## config.mk

```make
export PLATFORM = sky130hd
export DESIGN_NAME = regfile_wb_arbiter
export DESIGN_NICKNAME = d
export VERILOG_FILES = /design/src/rtl/regfile_wb_pkg.sv /design/src/rtl/rr_arbiter.sv /design/src/rtl/regfile_wb_arbiter.sv
export SDC_FILE = /design/constraint.sdc
export NUM_CORES = 1
export LEC_CHECK = 0
export BUFFER_PORTS_ARGS = -buffer_cell sky130_fd_sc_hd__clkbuf_2
export CORE_MARGIN = 3
export CORE_UTILIZATION = 40
export CTS_CLUSTER_DIAMETER = 60
export DETAILED_ROUTE_END_ITERATION = 8
export PLACE_DENSITY = 0.69
export SYNTH_ARGS = -nofsm -noshare
export SYNTH_HDL_FRONTEND = slang
export SYNTH_SLANG_ARGS = --single-unit
```

## constraint.sdc

```tcl
create_clock -name clk_i -period 2.3 [get_ports clk_i]
set_clock_uncertainty 0.1 [all_clocks]
set_input_delay 0 -clock clk_i [delete_from_list [all_inputs] [get_ports clk_i]]
set_output_delay 0 -clock clk_i [all_outputs]
set_load 0.005 [all_outputs]
```

## src/rtl/regfile_wb_pkg.sv

```systemverilog
// Shared types for the regfile write-back path.
// The request types are sized for the default 32 x 32-bit register file.
package regfile_wb_pkg;

    localparam int unsigned PkgNReg = 32;
    localparam int unsigned PkgXLen = 32;
    localparam int unsigned RegZero = 0;

    typedef logic [$clog2(PkgNReg)-1:0] reg_addr_t;

    typedef struct packed {
        reg_addr_t           addr;
        logic [PkgXLen-1:0]  data;
    } wb_req_t;

endpackage

```

## src/rtl/rr_arbiter.sv

```systemverilog
// Combinational round-robin arbiter: one-hot grant searched upward from ptr,
// plus the pointer value to load after an accept.
module rr_arbiter #(
    parameter int unsigned NReq = 2,
    localparam int unsigned PtrW = (NReq > 1) ? $clog2(NReq) : 1
) (
    input  logic [NReq-1:0] req,
    input  logic [PtrW-1:0] ptr,
    output logic [NReq-1:0] gnt,
    output logic [PtrW-1:0] gnt_id,
    output logic            any,
    output logic [PtrW-1:0] ptr_next
);

    int unsigned idx;

    always_comb begin
        gnt    = '0;
        gnt_id = '0;
        any    = 1'b0;
        idx    = 0;
        for (int unsigned i = 0; i < NReq; i++) begin
            idx = (int'(ptr) + i) % NReq;
            if (!any && req[idx]) begin
                any      = 1'b1;
                gnt[idx] = 1'b1;
                gnt_id   = PtrW'(idx);
            end
        end
    end

    // Pointer moves just past the winner so it becomes lowest priority.
    always_comb begin
        ptr_next = ptr;
        if (any) begin
            ptr_next = (gnt_id == PtrW'(NReq - 1)) ? '0 : gnt_id + PtrW'(1);
        end
    end

endmodule

```

## src/rtl/regfile_wb_arbiter.sv

```systemverilog
// Round-robin write-back arbiter feeding a single registered regfile write port.
// Optional statistics counters are enabled with REGFILE_WB_STATS_EN.
module regfile_wb_arbiter
    import regfile_wb_pkg::*;
#(
    parameter int unsigned XLen = 32,
    parameter int unsigned NReg = 32,
    parameter int unsigned NReq = 2,
    localparam int unsigned AW  = $clog2(NReg),
    localparam int unsigned IdW = (NReq > 1) ? $clog2(NReq) : 1
) (
    input  logic                 clk_i,
    input  logic                 rst_i,
    input  logic [NReq-1:0]      req_valid_i,
    output logic [NReq-1:0]      req_ready_o,
    input  logic [NReq*AW-1:0]   req_addr_i,
    input  logic [NReq*XLen-1:0] req_data_i,
    output logic [AW-1:0]        a3_o,
    output logic                 we3_o,
    output logic [XLen-1:0]      wd3_o,
    output logic [NReg-1:0]      pend_o,
`ifdef REGFILE_WB_STATS_EN
    output logic [NReq*32-1:0]   stat_grant_o,
    output logic [31:0]          stat_conflict_o,
`endif
    output logic [IdW-1:0]       grant_id_o
);

    wb_req_t         req_arr [NReq];
    wb_req_t         sel_req;
    logic [NReq-1:0] gnt;
    logic [IdW-1:0]  gnt_id;
    logic            gnt_any;
    logic            accept;
    logic            wr_live;
    logic [IdW-1:0]  ptr_reg;
    logic [IdW-1:0]  ptr_next;

    logic            we3_reg;
    logic [AW-1:0]   a3_reg;
    logic [XLen-1:0] wd3_reg;
    logic [NReg-1:0] pend_reg;
    logic [IdW-1:0]  gid_reg;

    generate
        for (genvar gi = 0; gi < NReq; gi++) begin : g_unpack
            assign req_arr[gi].addr = req_addr_i[gi*AW +: AW];
            assign req_arr[gi].data = req_data_i[gi*XLen +: XLen];
        end
    endgenerate

    rr_arbiter #(.NReq(NReq)) u_rr (
        .req      (req_valid_i),
        .ptr      (ptr_reg),
        .gnt      (gnt),
        .gnt_id   (gnt_id),
        .any      (gnt_any),
        .ptr_next (ptr_next)
    );

    assign req_ready_o = rst_i ? '0 : gnt;
    assign accept      = gnt_any && !rst_i;
    assign sel_req     = req_arr[gnt_id];
    // x0 writes are consumed like any other request but never reach the port.
    assign wr_live     = accept && (sel_req.addr != reg_addr_t'(RegZero));

    always_ff @(posedge clk_i) begin
        if (rst_i) begin
            ptr_reg  <= '0;
            we3_reg  <= 1'b0;
            a3_reg   <= '0;
            wd3_reg  <= '0;
            pend_reg <= '0;
            gid_reg  <= '0;
        end else begin
            we3_reg  <= wr_live;
            pend_reg <= wr_live ? (NReg'(1) << sel_req.addr) : '0;
            if (accept) begin
                ptr_reg <= ptr_next;
                a3_reg  <= sel_req.addr;
                wd3_reg <= sel_req.data;
                gid_reg <= gnt_id;
            end
        end
    end

    // Reset also kills a write already sitting in the output stage.
    assign we3_o      = we3_reg && !rst_i;
    assign pend_o     = rst_i ? '0 : pend_reg;
    assign a3_o       = a3_reg;
    assign wd3_o      = wd3_reg;
    assign grant_id_o = gid_reg;

`ifdef REGFILE_WB_STATS_EN
    logic [31:0] conflict_reg;

    generate
        for (genvar gi = 0; gi < NReq; gi++) begin : g_stat
            logic [31:0] cnt_reg;
            always_ff @(posedge clk_i) begin
                if (rst_i) begin
                    cnt_reg <= '0;
                end else if (req_ready_o[gi] && req_valid_i[gi] && (cnt_reg != '1)) begin
                    cnt_reg <= cnt_reg + 32'd1;
                end
            end
            assign stat_grant_o[gi*32 +: 32] = cnt_reg;
        end
    endgenerate

    always_ff @(posedge clk_i) begin
        if (rst_i) begin
            conflict_reg <= '0;
        end else if (accept && ($countones(req_valid_i) > 1) && (conflict_reg != '1)) begin
            conflict_reg <= conflict_reg + 32'd1;
        end
    end

    assign stat_conflict_o = conflict_reg;
`endif

endmodule
```

==> results of run 1 <==
-- path summary, 6_finish.rpt --
path | startpoint | endpoint | slack (ns) | cells after the start
worst min-delay path | req_addr_i[4] | a3_o[4]$_SDFFE_PP0P_ | 0.1 | 4
worst max register to register | ptr_reg$_SDFFE_PP0P_ | wd3_o[29]$_SDFFE_PP0P_ | 0.12 | 6
worst min register to register | a3_o[4]$_SDFFE_PP0P_ | a3_o[4]$_SDFFE_PP0P_ | 0.36 | 2
worst max-delay path | ptr_reg$_SDFFE_PP0P_ | wd3_o[29]$_SDFFE_PP0P_ | 0.12 | 6
-- cells in the final DEF, fill, tap and decap left out, drive strengths merged, types with 4 or more instances in the layout --
master | netlist | final
clkbuf | 16 | 159
dlygate4sd3 | 0 | 73
dfxtp | 72 | 72
nor2b | 38 | 38
a211oi | 35 | 35
and2 | 29 | 29
a221o | 27 | 27
nand4 | 16 | 16
o21ai | 14 | 14
nor3 | 11 | 11
buf | 19 | 8
a21oi | 6 | 6
nor2 | 6 | 6
inv | 2 | 6
nor4 | 5 | 5
nand2 | 5 | 5
a32oi | 5 | 5
nor4b | 4 | 4
and4b | 4 | 4
nor4bb | 4 | 4
nand3 | 4 | 4
-- power by group through the flow --
stage / clock, W / sequential (W) / combinational, W
finish: 0.000969 / 0.00134 / 0.000527
global route: 0.00104 / 0.00135 / 0.000570
CTS: 0.000991 / 0.00134 / 0.000513
detailed placement: 0 / 0.00137 / 0.000394
global placement: 0 / 0.00136 / 0.000388
floorplan: 0 / 0.00137 / 0.000211
-- cell families (layout without fill, tap and decap cells) --
kind of cell           count (synthesis)  in the layout  share of synthesized area [%]
AOI/OAI and AO/OA                     95             95                           25.5
buffers and inverters                 37            249                           5.31
DFF                                   72             72                           44.3
other                                  1              1                          0.115
and+or+nand+nor                      129            129                           24.8
-- area by class of cell --
type	count	share of cell area, %
multi-input cells	225	33.3
repair buffers	231	31.1
flip-flops and latches	72	29.0
well taps	102	2.57
clock buffers	9	2.50
clock inverters	7	1.29
inverters	2	0.151
-- layer usage --
layer  part of all wire (%)  global-route usage [%]
met1                     40                    27.0
met2                     51                    38.4
met3                    6.9                    5.79
met4                    1.7                    8.29
met5                      0                       0
-- worst min-delay path, cell delays in order --
cell,delay [ns]
clkbuf_2,0.12
a32oi_2,0.06
buf_4,0.20
o21ai_0,0.14
-- through the flow --
step	setup slack [ns]	cells	power, W	util [%]	hold slack [ns]
2_1_floorplan	0.806	334	0.00158	-	0.0378
3_3_place_gp	0.585	559	0.00175	51.7	0.125
3_5_place_dp	0.475	559	0.00176	51.7	0.129
4_1_cts	0.0586	648	0.00284	63.4	0.0752
5_1_grt	0.0579	648	0.00296	63.6	0.100
6_report	0.120	648	0.00283	63.6	0.0953
-- what timing repair did --
action                                  in CTS  in global routing
gates resized for setup                      0                  3
endpoints found under the setup margin       0                 25
hold endpoints to repair                    40                  0
hold buffers                                73                  0
==> results.tsv, run 1 <==
metric	value	unit
antennaDiodeCount	0	
antenna_found_initial	0	
cts-root-buf	clkbuf_8	
drt_iter0_drc	181	
dr.pass1.iters	4	
syn-instance-count	334	
netlist_top_cells_area	dfxtp_1 44%, a221o_1 8.3%, nor2b_1 7.3%, a211oi_1 5.8%, and2_1 5.6%	
relSlewSlack	55.4	%
start_util	41.7	%
gr-total-overflow	0	
cap_violations	0	
gp_congestion	0.787	
setup_viol	0	
max_stage_delay	0.57	ns
cts_setup_buffers	0	
die_y	96.2	um
htreeDepth	3	
synth_top_area_cell	dfxtp_1	
grt_pass1_vias	3375	
ant_nets	0	
final_area	4960	um2
io_pins	151	
die_w	96.2	um
core_area	7810	um2
regArea	1440	um2
grt_max_degree	66	
nNetsFinal	619	
p_per_area	571	nW/um2
drc_errors	0	
wl_per_cell	16.5	um
finalCriticalPeriod	2.18	ns
synth_cell_types	37	
p_clk_share	34.2	%
worstPathCellList	nor2b_2, buf_6, nor3_2, buf_4, a221o_1, dlygate4sd3_1	
port_buffers	150	
routed_wl	10.7	mm
min_path_type	in -> reg	
grt_pass1_wl	16.1	mm
fin_tns_setup	0	ns
clk_latency	0.35	ns
period_share	94.8	%
drive_gt1_share	35.7	%
rows	32	
yosys.cell_count.top_type	dfxtp_1	
grt_usage	22.5	%
intPower	0.00200	W
critPathCaptureType	flop	
synth-seq-cells	72	
outcome	finished clean	
nFillCells	652	
synth_edf_count	0	
multiInputGateArea	1650	um2
critPathTopFamily	buffers and inverters	
synth-async-reset-ratio	0	%
worst-path-max-fanout	29	
pwr-share-comb	18.6	%
drv_slew	0	
path_class	reg -> reg	
synth_seq_area_share	44.3	%
die-area	9250	um2
cp_slowest_cell	dlygate4sd3_1	
hpwl	6.55	mm
crit_arrival	2.32	ns
ys_top_cells_by_count	72 x dfxtp_1, 38 x nor2b_1, 29 x and2_1	
cp_num_buf_inv	3	
synth_top_area_share	44.3	%
rsz0062_at_grt	no	
seqPwrFrac	47.2	%
yosys_warnings	0	
vias_per_cell	5.32	
power.leakage	2.17	nW
ys.flop_type	dfxtp_1	
max-clock-path-buffers	2	
numCtsBuffers	9	
hold_viol	0	
synth.avg_cell_area	9.74	um2
via_count	3445	
cts_tree	yes	
cp_data_required_time	2.44	ns
syn2layout_area_growth	52.5	%
ir_drop	429	uV
syn_area	3250	um2
startpoint_type	flop	
cts_sinks	72	
synth_nets	412	
p_sw	0.000836	W
swShare	29.5	%
clkTransAtPathRegs	0.08	ns
worst_pin_slew	0.670	ns
fmax	459	MHz
dpl_cell_area	4040	um2
Power figures use the tool's default switching activity.
==> run 2: changes to the inputs <==
- PLACE_DENSITY: 0.69 -> 0.72
- clock period: 2.3 -> 1.9 ns (I/O delays scaled with it)
==> run 2 against run 1 <==
First-iteration DRC count up 21%. Die area unchanged. Non-clock buffer count up 2. Utilization up 0.29 points. Sequential power up 21%. Via count up 1.5%. Hold slack worse by 0.077 ns. Count of clock-buffer cells in the layout up 1. Total power up 18%. Combinational power up 17%. Critical path depth down 2. Global-route usage down 0.64 points. Largest power group unchanged.
==> results.tsv, run 2 (synthesis results as in run 1) <==
metric	value	unit
outcome	finished clean	
die_w	96.2	um
cts_tree	yes	
grt_pass1_wl	15.8	mm
routed_wl	10.4	mm
dr.pass1.iters	5	
syn2layout_area_growth	53.2	%
startpoint_type	flop	
clk_latency	0.33	ns
relSlewSlack	58.1	%
antennaDiodeCount	0	
critPathCaptureType	flop	
hold_viol	0	
final_common_cell	clkbuf_2	
max_stage_delay	0.44	ns
gp_congestion	0.802	
path_class	reg -> reg	
drt_iter0_drc	219	
port_buffers	150	
worst_hold_slack	0.0180	ns
most-common-layout-cells	150 x clkbuf_2, 72 x dfxtp_1, 71 x dlygate4sd3_1	
cts_sinks	72	
worstPathCellList	nand2b_1, buf_4, a2111o_1, a211oi_1	
cap_violations	0	
io_pins	151	
ir_drop	313	uV
setup_slack	0.160	ns
rsz0062_at_grt	no	
fin_util	63.8	%
nNetsFinal	621	
worst-path-max-fanout	18	
max-clock-path-buffers	2	
post-place-ws	0.205	ns
setup_viol	0	
drive_gt1_share	36.1	%
min_path_type	in -> reg	
fin_tns_setup	0	ns
drc_errors	0	
worstSetupStartpoint	ptr_reg$_SDFFE_PP0P_	
r2r_cells	4	
hpwl	6.33	mm
ant_nets	0	
via_count	3498	
final_area	4980	um2
die-area	9250	um2
r2r-start	ptr_reg$_SDFFE_PP0P_	
power.leakage	2.14	nW
wl_per_cell	15.9	um
p_per_area	670	nW/um2
vias_per_cell	5.38	
dpl_cell_area	4090	um2
cts-root-buf	clkbuf_8	
rows	32	
htreeDepth	3	
finalCriticalPeriod	1.74	ns
grt_max_degree	66	
core_area	7810	um2
die_y	96.2	um
crit_arrival	1.87	ns
cp_data_required_time	2.03	ns
start_util	41.7	%
numCtsBuffers	9	
antenna_found_initial	0	
drv_slew	0	
grt_usage	21.8	%
fmax	575	MHz
clkTransAtPathRegs	0.08	ns
cp_slowest_cell	a2111o_1	
crit_path_end	pend_reg[3]$_SDFF_PP0_	
worstReg2RegEnd	pend_reg[3]$_SDFF_PP0_	
grt_pass1_vias	3268	
worst_pin_slew	0.626	ns
reg2reg_slack	0.16	ns
gr-total-overflow	0	
period_share	91.6	%
[run 2: cell types whose count changed in the layout (fill, tap and decap cells not counted), moves of 2 or more]
cell | previous run | this run
inv_8 | 2 | 0
buf_12 | 0 | 2
buf_4 | 7 | 10
dlygate4sd3_1 | 73 | 71
clkinv_2 | 0 | 2
[run 2: critical path, delay by kind of cell (launching register included)]
kind            cells  cell delay (ns)
buf+inv             1             0.21
simple gates        1             0.18
flops               1             0.36
compound gates      2             0.78
[run 2: layout make-up]
class / instances / area, um2
Clock inverter: 6 / 43.8
Tap cell: 102 / 128
Inverter: 2 / 7.51
Multi-Input combinational cell: 225 / 1650
Clock buffer: 10 / 138
Timing Repair Buffer: 233 / 1580
Sequential cell: 72 / 1440
Fill cell: 633 / 2820
[run 2: what timing repair did]
item	in CTS	in global routing
endpoints found under the hold margin	36	0
buffers inserted	0	0
setup endpoints to repair	0	6
hold buffers	71	0
gates resized for setup	0	1
[run 2: how the worst min path moves through the flow]
stage                    from                       to  slack (ns)  cells past startpoint
2_1_floorplan  req_data_i[32]    wd3_o[0]$_SDFFE_PP0P_        0.04                      1
3_3_place_gp   req_data_i[14]   wd3_o[14]$_SDFFE_PP0P_        0.12                      2
4_1_cts                 rst_i  grant_id_o$_SDFFE_PP0P_        0.01                      2
6_report                rst_i  grant_id_o$_SDFFE_PP0P_        0.02                      2
3_5_place_dp   req_data_i[28]   wd3_o[28]$_SDFFE_PP0P_        0.13                      2
5_1_grt                 rst_i  grant_id_o$_SDFFE_PP0P_        0.04                      2
[run 2: layer usage]
layer  up-vias  global-route usage [%]  part of all wire (%)
met5         -                       0                     0
met4         0                    10.9                   3.6
met3        42                    4.77                   6.9
met2       163                    34.8                    48
met1      1615                    27.7                    42
li1       1678                       -                     -
[run 2: report_power, final]
group	internal (W)	leakage [nW]	switching (W)	total, W
logic	0.000318	1.45	0.000296	0.000614
clock network	0.000514	0.0926	0.000591	0.00111
registers	0.00158	0.590	0.0000364	0.00162
[run 2: metrics by stage]
| step | std cells | power [W] |
|---|---|---|
| 3_5_place_dp | 563 | 0.00214 |
| 6_report | 650 | 0.00334 |
| 3_3_place_gp | 563 | 0.00213 |
| 2_1_floorplan | 334 | 0.00191 |
| 5_1_grt | 650 | 0.00349 |
| 4_1_cts | 650 | 0.00335 |
==> run 3: changes to the inputs <==
- CORE_ASPECT_RATIO: not set -> 1.4
- CORE_UTILIZATION: 40 -> 42
- PLACE_DENSITY: 0.72 -> 0.75
==> run 3 against run 2 <==
Wire length up 16%. Critical path depth increased by 2. Highest routed layer unchanged. Sequential share of layout area is 0.073 points higher. Utilization rose by 2.9 points. Combinational power is 3% higher. Fmax fell by 1.3%.
==> results.tsv, run 3 (synthesis results as in run 1) <==
metric	value	unit
drc_errors	0	
p_per_area	682	nW/um2
crit_arrival	1.66	ns
nNetsFinal	621	
reg2reg_slack	0.21	ns
most-common-layout-cells	150 x clkbuf_2, 72 x dfxtp_1, 72 x dlygate4sd3_1	
drv_slew	0	
min_path_type	in -> reg	
fin_tns_setup	0	ns
htreeDepth	3	
worstHoldStart	rst_i	
wl_per_cell	18.6	um
cts_tree	yes	
ir_drop	397	uV
r2r_cells	4	
setup_viol	0	
grt_usage	27.0	%
cap_violations	0	
hpwl	6.68	mm
via_count	3600	
start_util	43.7	%
cts_sinks	72	
die_y	110	um
startpoint_type	primary input	
hold_viol	0	
max-clock-path-buffers	2	
gr-total-overflow	0	
die-area	8860	um2
path_class	in -> out	
vias_per_cell	5.57	
port_buffers	150	
outcome	finished clean	
dr.pass1.iters	5	
core_area	7450	um2
critPathCaptureType	primary output	
io_pins	151	
nFillCells	572	
antenna_found_initial	0	
clkTransAtPathRegs	0.08	ns
final_common_cell	clkbuf_2	
dp_cells	557	
gp_congestion	0.876	
fmax	567	MHz
grt_pass1_wl	18.3	mm
ant_nets	0	
drt_iter0_drc	199	
worst_hold_slack	0.0205	ns
r2r-start	ptr_reg$_SDFFE_PP0P_	
drive_gt1_share	35.9	%
hold_path_end	wd3_o[5]$_SDFFE_PP0P_	
hold_depth	2	
syn2layout_area_growth	52.8	%
period_share	92.8	%
fin_util	66.7	%
worstReg2RegEnd	pend_reg[23]$_SDFF_PP0_	
cp_data_required_time	1.80	ns
numCtsBuffers	9	
cts-root-buf	clkbuf_8	
rows	37	
final_cells	646	
clk_latency	0.36	ns
routed_wl	12.0	mm
die_w	80.4	um
grt_pass1_vias	3597	
rsz0062_at_grt	no	
finalCriticalPeriod	1.76	ns
worst-path-max-fanout	29	
power.leakage	2.13	nW
grt_max_degree	64	
-- run 3: final cells by class --
cell class	instances	area, um2	area share (%)
clock inverters	5	31.3	0.629
diodes	1	2.50	0.0503
repair buffers	233	1570	31.5
flip-flops and latches	72	1440	29.0
multi-input cells	225	1650	33.2
well taps	97	121	2.44
inverters	2	7.51	0.151
clock buffers	11	151	3.04
-- run 3: timing repair --
item | in CTS | in global routing
setup endpoints to repair | 0 | 2
hold endpoints to repair | 38 | 0
resized for setup | 0 | 1
buffers inserted | 0 | 0
hold buffers | 72 | 0
-- run 3: routing by layer --
layer | up-vias | share of wire [%] | global-route usage, %
met1 | 1654 | 36 | 28.5
met4 | 0 | 6.2 | 20.2
met5 | - | 0 | 0
met2 | 198 | 49 | 44.4
li1 | 1687 | - | -
met3 | 61 | 9.1 | 8.70
-- run 3: where the power goes --
part / switching (W) / internal [W] / total, W / leakage [nW]
registers: 0.0000432 / 0.00158 / 0.00163 / 0.590
clock network: 0.000593 / 0.000540 / 0.00113 / 0.0951
logic: 0.000316 / 0.000315 / 0.000631 / 1.45
total: 0.000952 / 0.00244 / 0.00339 / 2.13
-- run 3: critical path, cell delays in order --
cell           delay (ns)
dlygate4sd3_1        0.54
clkbuf_2             0.24
a21bo_2              0.29
nor2_2               0.07
buf_4                0.33
clkbuf_2             0.19
-- run 3: metrics by stage --
stage          total power, W  area, um2  setup slack (ns)
3_5_place_dp          0.00213       4060             0.278
2_1_floorplan         0.00191       3250             0.406
5_1_grt               0.00354       4970            0.0815
3_3_place_gp          0.00212       4060             0.336
6_report              0.00339       4970             0.136
4_1_cts               0.00337       4970            0.0862
-- run 3: worst max-delay path by stage --
stage,startpoint,endpoint,slack [ns],cells after the start
after floorplan,ptr_reg$_SDFFE_PP0P_,wd3_o[10]$_SDFFE_PP0P_,0.41,5
after global placement,ptr_reg$_SDFFE_PP0P_,pend_reg[3]$_SDFF_PP0_,0.34,3
after detailed placement,ptr_reg$_SDFFE_PP0P_,wd3_o[10]$_SDFFE_PP0P_,0.28,4
after CTS,req_valid_i[0],req_ready_o[1],0.09,6
after global routing,req_valid_i[0],req_ready_o[1],0.08,6
final,req_valid_i[0],req_ready_o[0],0.14,6
